**src/rtl/pipe_skid_reg_pkg.sv**
```systemverilog
// pipe_skid_reg_pkg
//   Shared CPU pipeline definitions: per-stage payload bundles that travel
//   through pipe_skid_reg instances (ID/EXE, EXE/MEM, MEM/WB), the payload
//   widths derived from those bundles, and the skid-buffer state encoding.
//   No ports; import with "import pipe_skid_reg_pkg::*;".
package pipe_skid_reg_pkg;

   // Holding-register state: number of entries currently held.
   typedef enum logic [1:0] {
      EMPTY = 2'd0,
      MAIN  = 2'd1,
      FULL  = 2'd2
   } skid_state_t;

   typedef struct packed {
      logic       en;
      logic [2:0] size;
      logic       sign_ext;
   } LoadType;

   typedef struct packed {
      logic       en;
      logic [1:0] size;
   } StoreType;

   typedef struct packed {
      logic       en;
      logic [4:0] addr;
   } RegsWrType;

   typedef struct packed {
      logic        valid;
      logic [4:0]  code;
      logic [31:0] epc;
   } ExceptinPipeType;

   typedef struct packed {
      logic [31:0]     pc;
      logic [31:0]     alu_a;
      logic [31:0]     alu_b;
      logic [31:0]     store_val;
      LoadType         load;
      StoreType        store;
      RegsWrType       regs_wr;
      ExceptinPipeType excp;
   } id_exe_payload_t;

   typedef struct packed {
      logic [31:0]     pc;
      logic [31:0]     alu_result;
      logic [31:0]     store_val;
      LoadType         load;
      StoreType        store;
      RegsWrType       regs_wr;
      ExceptinPipeType excp;
   } exe_mem_payload_t;

   typedef struct packed {
      logic [31:0]     pc;
      logic [31:0]     wb_data;
      RegsWrType       regs_wr;
      ExceptinPipeType excp;
   } mem_wb_payload_t;

   // DATA_W to use for each stage register instance.
   localparam int unsigned ID_EXE_DATA_W  = $bits(id_exe_payload_t);
   localparam int unsigned EXE_MEM_DATA_W = $bits(exe_mem_payload_t);
   localparam int unsigned MEM_WB_DATA_W  = $bits(mem_wb_payload_t);

   function automatic logic [1:0] state_occupancy(input skid_state_t s);
      logic [1:0] occ;
      case (s)
         MAIN:    occ = 2'd1;
         FULL:    occ = 2'd2;
         default: occ = 2'd0;
      endcase
      return occ;
   endfunction

endpackage

```
**src/rtl/pipe_skid_reg_if.sv**
```systemverilog
// pipe_skid_reg_if
//   Valid/ready handshake bundle around one pipeline stage register.
//   Upstream side : in_valid, in_ready, in_data
//   Downstream    : out_valid, out_ready, out_data
//   Status        : occupancy (entries held, 0..2)
//   master : the environment driving the stage (source + sink)
//   slave  : the stage register itself
interface pipe_skid_reg_if #(
   parameter int unsigned DATA_W = 32
);
   logic              in_valid;
   logic              in_ready;
   logic [DATA_W-1:0] in_data;
   logic              out_valid;
   logic              out_ready;
   logic [DATA_W-1:0] out_data;
   logic [1:0]        occupancy;

   modport master (
      output in_valid, in_data, out_ready,
      input  in_ready, out_valid, out_data, occupancy
   );

   modport slave (
      input  in_valid, in_data, out_ready,
      output in_ready, out_valid, out_data, occupancy
   );
endinterface

```
**src/rtl/pipe_skid_reg.sv**
```systemverilog
// pipe_skid_reg
//   Pipeline stage register with valid/ready handshake. SKID_EN=1 gives a
//   two-entry skid buffer whose in_ready is registered (no combinational
//   path from out_ready); SKID_EN=0 gives a single register whose in_ready
//   is combinational (!out_valid || out_ready).
//   Ports:
//     clk   - clock, rising edge
//     rst   - asynchronous active-high reset
//     flush - synchronous squash of all held entries (beats any transfer)
//     bus   - pipe_skid_reg_if.slave handshake bundle
module pipe_skid_reg
   import pipe_skid_reg_pkg::*;
#(
   parameter int unsigned       DATA_W   = 32,
   parameter bit                SKID_EN  = 1'b1,
   parameter logic [DATA_W-1:0] RST_DATA = '0
) (
   input logic            clk,
   input logic            rst,
   input logic            flush,
   pipe_skid_reg_if.slave bus
);

   skid_state_t       state;
   skid_state_t       state_nxt;
   logic [DATA_W-1:0] main_q;
   logic [DATA_W-1:0] skid_q;
   logic              in_ready;
   logic              out_valid;
   logic [1:0]        occupancy;
   logic              in_xfer;
   logic              out_xfer;

   assign in_xfer  = bus.in_valid && in_ready;
   assign out_xfer = out_valid && bus.out_ready;

   // State register
   always_ff @(posedge clk or posedge rst) begin
      if (rst) state <= EMPTY;
      else     state <= state_nxt;
   end

   // Next-state logic; FULL is unreachable when SKID_EN=0 because in_ready
   // then implies an output transfer whenever something is held.
   always_comb begin
      state_nxt = state;
      if (flush) begin
         state_nxt = EMPTY;
      end else begin
         unique case (state)
            EMPTY: if (in_xfer) state_nxt = MAIN;
            MAIN: begin
               if (in_xfer && !out_xfer && SKID_EN) state_nxt = FULL;
               else if (!in_xfer && out_xfer)       state_nxt = EMPTY;
            end
            FULL:    if (out_xfer) state_nxt = MAIN;
            default: state_nxt = EMPTY;
         endcase
      end
   end

   // Output logic
   always_comb begin
      out_valid = (state != EMPTY);
      occupancy = state_occupancy(state);
   end

   // Main register: always the head of the stream. It keeps its last value
   // while EMPTY so out_data never goes unknown.
   always_ff @(posedge clk or posedge rst) begin
      if (rst) begin
         main_q <= RST_DATA;
      end else if (flush) begin
         main_q <= RST_DATA;
      end else if (state == FULL) begin
         if (out_xfer) main_q <= skid_q;
      end else if (in_xfer && (state == EMPTY || out_xfer)) begin
         main_q <= in_data_w();
      end
   end

   function automatic logic [DATA_W-1:0] in_data_w();
      return bus.in_data;
   endfunction

   generate
      if (SKID_EN) begin : g_skid
         logic ready_q;

         // Skid register catches the word accepted while the head stalls.
         always_ff @(posedge clk or posedge rst) begin
            if (rst) begin
               skid_q <= RST_DATA;
            end else if (flush) begin
               skid_q <= RST_DATA;
            end else if (state == MAIN && in_xfer && !out_xfer) begin
               skid_q <= bus.in_data;
            end
         end

         // Registered copy of (state != FULL), computed from the next state.
         always_ff @(posedge clk or posedge rst) begin
            if (rst) ready_q <= 1'b1;
            else     ready_q <= (state_nxt != FULL);
         end

         assign in_ready = ready_q;
      end else begin : g_single
         assign skid_q   = RST_DATA;
         assign in_ready = !out_valid || bus.out_ready;
      end
   endgenerate

   assign bus.in_ready  = in_ready;
   assign bus.out_valid = out_valid;
   assign bus.out_data  = main_q;
   assign bus.occupancy = occupancy;

endmodule

```
**src/flat_wrapper.sv**
```systemverilog
// flat-port wrapper written by rule: the top's interface ports become plain ports
module pipe_skid_reg_flat import pipe_skid_reg_pkg::*;
#(
   parameter int unsigned       DATA_W   = 32,
   parameter bit                SKID_EN  = 1'b1,
   parameter logic [DATA_W-1:0] RST_DATA = '0
)
  (clk, rst, flush, bus_in_valid, bus_in_data, bus_out_ready, bus_in_ready, bus_out_valid, bus_out_data, bus_occupancy);
  pipe_skid_reg_if #(.DATA_W(DATA_W)) bus_i ();
  input logic clk;
  input logic rst;
  input logic flush;
  input wire logic [$bits(bus_i.in_valid)-1:0] bus_in_valid;
  input wire logic [$bits(bus_i.in_data)-1:0] bus_in_data;
  input wire logic [$bits(bus_i.out_ready)-1:0] bus_out_ready;
  output wire logic [$bits(bus_i.in_ready)-1:0] bus_in_ready;
  output wire logic [$bits(bus_i.out_valid)-1:0] bus_out_valid;
  output wire logic [$bits(bus_i.out_data)-1:0] bus_out_data;
  output wire logic [$bits(bus_i.occupancy)-1:0] bus_occupancy;
  assign bus_i.in_valid = bus_in_valid;
  assign bus_i.in_data = bus_in_data;
  assign bus_i.out_ready = bus_out_ready;
  assign bus_in_ready = bus_i.in_ready;
  assign bus_out_valid = bus_i.out_valid;
  assign bus_out_data = bus_i.out_data;
  assign bus_occupancy = bus_i.occupancy;
  pipe_skid_reg #(.DATA_W(DATA_W), .SKID_EN(SKID_EN), .RST_DATA(RST_DATA)) u_core (.clk(clk), .rst(rst), .flush(flush), .bus(bus_i));
endmodule
```
**config.mk**
```make
export PLATFORM = sky130hd
export DESIGN_NAME = pipe_skid_reg_flat
export DESIGN_NICKNAME = d
export VERILOG_FILES = /design/src/rtl/pipe_skid_reg_pkg.sv /design/src/rtl/pipe_skid_reg_if.sv /design/src/rtl/pipe_skid_reg.sv /design/src/flat_wrapper.sv
export SDC_FILE = /design/constraint.sdc
export NUM_CORES = 1
export LEC_CHECK = 0
export ABC_AREA = 1
export CAP_MARGIN = 20
export CELL_PAD_IN_SITES_DETAIL_PLACEMENT = 0
export CELL_PAD_IN_SITES_GLOBAL_PLACEMENT = 1
export CORE_ASPECT_RATIO = 1.75
export CORE_UTILIZATION = 37
export CTS_CLUSTER_SIZE = 10
export DETAILED_ROUTE_END_ITERATION = 10
export MAX_ROUTING_LAYER = met4
export PLACE_DENSITY = 0.89
export SYNTH_ARGS = -nofsm -noshare
export SYNTH_HDL_FRONTEND = slang
export SYNTH_SLANG_ARGS = --single-unit
```
**constraint.sdc**
```tcl
create_clock -name clk -period 2.6 [get_ports clk]
set_input_delay 0.78 -clock clk [delete_from_list [all_inputs] [get_ports clk]]
set_output_delay 0.78 -clock clk [all_outputs]
set_load 0.05 [all_outputs]
```
==> results of run 1 <==
## report_power, final
group	switching [W]	internal (W)
clock	0.000463	0.00103
sequential	0.0000432	0.00112
combinational	0.000493	0.000247
total	0.000998	0.00240
## state kept, by name, indices dropped and copies added, names as in the netlist
register and count:
u_core.bus.out_data 32, u_core.skid_q 32, u_core.state 2, u_core.bus.in_ready 1
## cell families after synthesis
family	Yosys count
flip-flops	67
AND/OR/NAND/NOR	335
AO/OA/AOI/OAI	5
buffers and inverters	87
## per-layer routing
metal	up-vias	routed length (um)	global-route usage	share of wire
li1	1686	-	-	-
met3	11	412	0.0381	0.044
met5	-	0	-	0
met1	1625	4000	0.259	0.42
met2	98	4920	0.348	0.52
met4	0	116	0.0630	0.012
## cells in the mapped netlist
| master | number | area share |
|---|---|---|
| sky130_fd_sc_hd__nand3_1 | 86 | 0.12 |
| sky130_fd_sc_hd__nand4_1 | 32 | 0.056 |
| sky130_fd_sc_hd__nor2_2 | 1 | 0.0017 |
| sky130_fd_sc_hd__a21oi_1 | 3 | 0.0042 |
| sky130_fd_sc_hd__nor2_1 | 44 | 0.046 |
| sky130_fd_sc_hd__inv_1 | 48 | 0.050 |
| sky130_fd_sc_hd__dfrtp_1 | 66 | 0.46 |
| sky130_fd_sc_hd__buf_4 | 6 | 0.013 |
| sky130_fd_sc_hd__buf_2 | 20 | 0.028 |
| sky130_fd_sc_hd__nand2_4 | 2 | 0.0063 |
| sky130_fd_sc_hd__clkbuf_1 | 5 | 0.0052 |
| sky130_fd_sc_hd__nand2_1 | 166 | 0.17 |
| sky130_fd_sc_hd__buf_6 | 3 | 0.0094 |
| sky130_fd_sc_hd__nand2_2 | 4 | 0.0070 |
| sky130_fd_sc_hd__buf_1 | 2 | 0.0021 |
| sky130_fd_sc_hd__inv_2 | 3 | 0.0031 |
| sky130_fd_sc_hd__dfstp_2 | 1 | 0.0073 |
| sky130_fd_sc_hd__o211ai_1 | 2 | 0.0042 |
## worst min-delay path by stage
stage	startpoint	end	slack (ps)	cells past startpoint
finish	u_core.bus.out_data[3]$_DFFE_PP0P_	u_core.bus.out_data[3]$_DFFE_PP0P_	500	2
global route	u_core.bus.out_data[14]$_DFFE_PP0P_	u_core.bus.out_data[14]$_DFFE_PP0P_	540	2
CTS	u_core.bus.out_data[5]$_DFFE_PP0P_	u_core.bus.out_data[5]$_DFFE_PP0P_	510	2
detailed placement	u_core.bus.out_data[5]$_DFFE_PP0P_	u_core.bus.out_data[5]$_DFFE_PP0P_	490	2
global placement	u_core.bus.out_data[6]$_DFFE_PP0P_	u_core.bus.out_data[6]$_DFFE_PP0P_	490	2
floorplan	u_core.skid_q[28]$_DFFE_PP0P_	u_core.skid_q[28]$_DFFE_PP0P_	480	2
## stage by stage
step | instances | utilization | hold WS, ps
2_1_floorplan | 494 | - | 476
4_1_cts | 680 | 0.507 | 507
6_report | 680 | 0.507 | 500
5_1_grt | 680 | 0.507 | 536
3_3_place_gp | 664 | 0.468 | 489
3_5_place_dp | 664 | 0.468 | 493
## area by class of cell
cell class | instances | area share
Timing Repair Buffer | 84 | 0.184
Sequential cell | 67 | 0.352
Multi-Input combinational cell | 340 | 0.315
Clock buffer | 9 | 0.0472
Clock inverter | 7 | 0.0294
Tap cell | 122 | 0.0320
Inverter | 51 | 0.0404
## worst register-to-register path, delay by kind of cell, from the launching register on
family,cells,cell delay [ps]
flops,1,420
simple gates,6,510
buf+inv,3,650
==> impl_results.html, run 1 <==
<table>
<tr><th>Metric</th><th>Value</th></tr>
<tr><th colspan="2">Status</th></tr>
<tr><td>Run status</td><td>completed</td></tr>
<tr><th colspan="2">Floorplanning</th></tr>
<tr><td>Number of placement rows</td><td>47</td></tr>
<tr><td>Die span in y</td><td>132 um</td></tr>
<tr><td>Die area</td><td>0.0101 mm^2</td></tr>
<tr><td>Horizontal die dimension</td><td>76.3 um</td></tr>
<tr><td>Placeable core region</td><td>0.00941 mm^2</td></tr>
<tr><td>Initial core utilization</td><td>0.380</td></tr>
<tr><td>Top-level I/O count</td><td>73</td></tr>
<tr><th colspan="2">Routing</th></tr>
<tr><td>Detailed-route wire length per cell</td><td>13.9 um</td></tr>
<tr><td>Length of the first detailed-routing pass in iterations</td><td>5</td></tr>
<tr><td>Number of nets with antenna violations after routing</td><td>0</td></tr>
<tr><td>Routed vias/inst</td><td>5.03</td></tr>
<tr><td>Total routed wirelength</td><td>9.45 mm</td></tr>
<tr><td>DRC violation count after routing</td><td>0</td></tr>
<tr><td>Drt first-iter violations</td><td>349</td></tr>
<tr><td>Total number of vias</td><td>3420</td></tr>
<tr><th colspan="2">Worst setup path</th></tr>
<tr><td>Worst setup slack for register-to-register paths</td><td>910 ps</td></tr>
<tr><td>Buffering stage count on the worst path with inverters included</td><td>1</td></tr>
<tr><td>CP Capture Point</td><td>bus_in_ready</td></tr>
<tr><td>Crit path cell chain</td><td>clkdlybuf4s50_1</td></tr>
<tr><td>Reg2Reg Depth</td><td>9</td></tr>
<tr><td>Worst setup path start</td><td>u_core.bus.in_ready$_DFF_PP1_</td></tr>
<tr><td>Beginning of the worst register-to-register path</td><td>u_core.state[0]$_DFF_PP0_</td></tr>
<tr><td>Delay of the slowest cell on the worst path</td><td>790 ps</td></tr>
<tr><td>Path type of the worst setup path</td><td>reg -&gt; out</td></tr>
<tr><td>CP Launch Type</td><td>register</td></tr>
<tr><td>Top delay family on crit path</td><td>buffers and inverters</td></tr>
<tr><td>Arrival time at the worst endpoint</td><td>1640 ps</td></tr>
<tr><td>Kind of end point of the critical path</td><td>output pin</td></tr>
<tr><td>Worst path depth</td><td>1</td></tr>
<tr><td>Endpoint required time on the critical path</td><td>1820 ps</td></tr>
<tr><td>Reg2Reg Capture Point</td><td>u_core.bus.out_data[13]$_DFFE_PP0P_</td></tr>
<tr><td>Highest fanout seen on the critical path</td><td>2</td></tr>
<tr><td>Slowest library cell on the worst path</td><td>sky130_fd_sc_hd__clkdlybuf4s50_1</td></tr>
<tr><th colspan="2">Layout</th></tr>
<tr><td>Synthesis-to-finish area growth</td><td>33.3%</td></tr>
<tr><td>Ratio of cells with drive above 1 in the final layout</td><td>0.0771</td></tr>
<tr><td>Highest-count cells in the layout ignoring fill and taps</td><td>sky130_fd_sc_hd__nand2_1, sky130_fd_sc_hd__nand3_1, sky130_fd_sc_hd__clkdlybuf4s50_1</td></tr>
<tr><td>Layout net count</td><td>590</td></tr>
<tr><td>Area occupied by multi-input gates</td><td>0.00150 mm^2</td></tr>
<tr><td>Sequential cell area</td><td>0.00168 mm^2</td></tr>
<tr><td>Most common cell after layout, fill and taps aside</td><td>sky130_fd_sc_hd__nand2_1</td></tr>
<tr><td>FILL cells</td><td>935</td></tr>
<tr><td>Inserted Diodes</td><td>0</td></tr>
<tr><td>Area of all placed cells without fillers</td><td>0.00477 mm^2</td></tr>
<tr><th colspan="2">Power</th></tr>
<tr><td>Final Power</td><td>0.00340 W</td></tr>
<tr><td>Cell area power density</td><td>712 mW/mm^2</td></tr>
<tr><td>Maximum vdd ir drop</td><td>0.372 mV</td></tr>
<tr><td>Reported leakage power</td><td>2.56 nW</td></tr>
<tr><th colspan="2">Synthesis</th></tr>
<tr><td>Sequential-to-total area share from yosys stat</td><td>0.469</td></tr>
<tr><td>Largest family of logic cells by synthesized area</td><td>simple AND/OR/NAND/NOR gates</td></tr>
<tr><td>Share of cell area taken by muxes after synthesis</td><td>0</td></tr>
<tr><td>Share of the synthesized area in compound gates (AO/OA/AOI/OAI)</td><td>0.00839</td></tr>
<tr><td>Synthesized-area fraction occupied by adder cells</td><td>0</td></tr>
<tr><td>Number of distinct library cells after synthesis</td><td>18</td></tr>
<tr><td>Warnings from Yosys</td><td>0</td></tr>
<tr><td>Gate count of the mapped netlist</td><td>494</td></tr>
<tr><td>Mapped Nets</td><td>531</td></tr>
<tr><td>Synthesized flop and latch total</td><td>67</td></tr>
<tr><td>Synth Area in Simple Gates</td><td>0.412</td></tr>
<tr><td>Post-synthesis cell area</td><td>0.00358 mm^2</td></tr>
<tr><td>Average cell area after synthesis</td><td>7.24 um^2</td></tr>
<tr><td>Xor/xnor share of the synthesized area</td><td>0</td></tr>
<tr><th colspan="2">Clock tree</th></tr>
<tr><td>Sinks on the clock net</td><td>67</td></tr>
<tr><td>Inserted Clock Buffers</td><td>9</td></tr>
<tr><td>Total setup buffers inserted after CTS</td><td>0</td></tr>
<tr><td>Count of cells resized by post-cts repair</td><td>0</td></tr>
<tr><td>Clock tree from TritonCTS</td><td>yes</td></tr>
<tr><td>Hold_buf cts</td><td>0</td></tr>
<tr><td>Htree depth</td><td>3</td></tr>
<tr><td>Number of buffers on the longest clock path</td><td>2</td></tr>
<tr><td>Clock root buffer master</td><td>sky130_fd_sc_hd__clkbuf_16</td></tr>
<tr><td>Clock insertion delay at the later pin of the skew report</td><td>340 ps</td></tr>
<tr><td>Clock Pin Slew Worst Setup and Hold Paths</td><td>50 ps</td></tr>
<tr><th colspan="2">Placement</th></tr>
<tr><td>Worst Setup Slack post-DPL</td><td>257 ps</td></tr>
<tr><td>Post-place instance area</td><td>0.00440 mm^2</td></tr>
<tr><td>Detailed-placement wirelength estimate</td><td>5.83 mm</td></tr>
<tr><td>Global placer's final weighted congestion</td><td>0.784</td></tr>
<tr><td>Number of buffer cells added on primary ports</td><td>72</td></tr>
<tr><th colspan="2">Flow run</th></tr>
<tr><td>Maximum capacitance violations</td><td>0</td></tr>
<tr><th colspan="2">Timing</th></tr>
<tr><td>Maximum operating frequency</td><td>0.413 GHz</td></tr>
<tr><td>Tightest Pin Transition</td><td>637 ps</td></tr>
<tr><td>Total count of max-transition violations in the final report</td><td>0</td></tr>
<tr><td>Total setup violations reported at the end of the flow</td><td>0</td></tr>
<tr><td>Final-layout setup total negative slack</td><td>0 ps</td></tr>
<tr><td>Final count of hold timing violations</td><td>0</td></tr>
<tr><td>RSZ-0062 raised after global routing</td><td>no</td></tr>
<tr><td>Fraction of the cycle the final worst path needs</td><td>0.932</td></tr>
<tr><td>Skew final</td><td>8.24 ps</td></tr>
<tr><td>Slew HR</td><td>0.574</td></tr>
<tr><td>Final worst setup slack</td><td>177 ps</td></tr>
<tr><td>Crit path time final</td><td>2420 ps</td></tr>
<tr><th colspan="2">Global routing</th></tr>
<tr><td>Global-route wire length before repair</td><td>16.3 mm</td></tr>
<tr><td>GRT Total Usage</td><td>0.210</td></tr>
<tr><td>Number of global-route vias before repair</td><td>3257</td></tr>
<tr><td>GRT Residual Overflow</td><td>0</td></tr>
<tr><td>Largest net degree at the start of global routing</td><td>68</td></tr>
<tr><td>Initial antenna violation count</td><td>0</td></tr>
<tr><th colspan="2">Min path</th></tr>
<tr><td>Type of the worst min-delay path</td><td>reg -&gt; reg</td></tr>
</table>
(Power assumes the default switching activity.)
==> run 2: changes to the inputs <==
ABC_CLOCK_PERIOD_IN_PS = 2600   (was not set)
==> results of run 2 <==
No change in the layout: final DEF, timing and power equal those of run 1.
==> run 3: changes to the inputs <==
GPL_ROUTABILITY_DRIVEN = 0   (was not set)
==> results of run 3 <==
No change in the layout: final DEF, timing and power equal those of run 1.
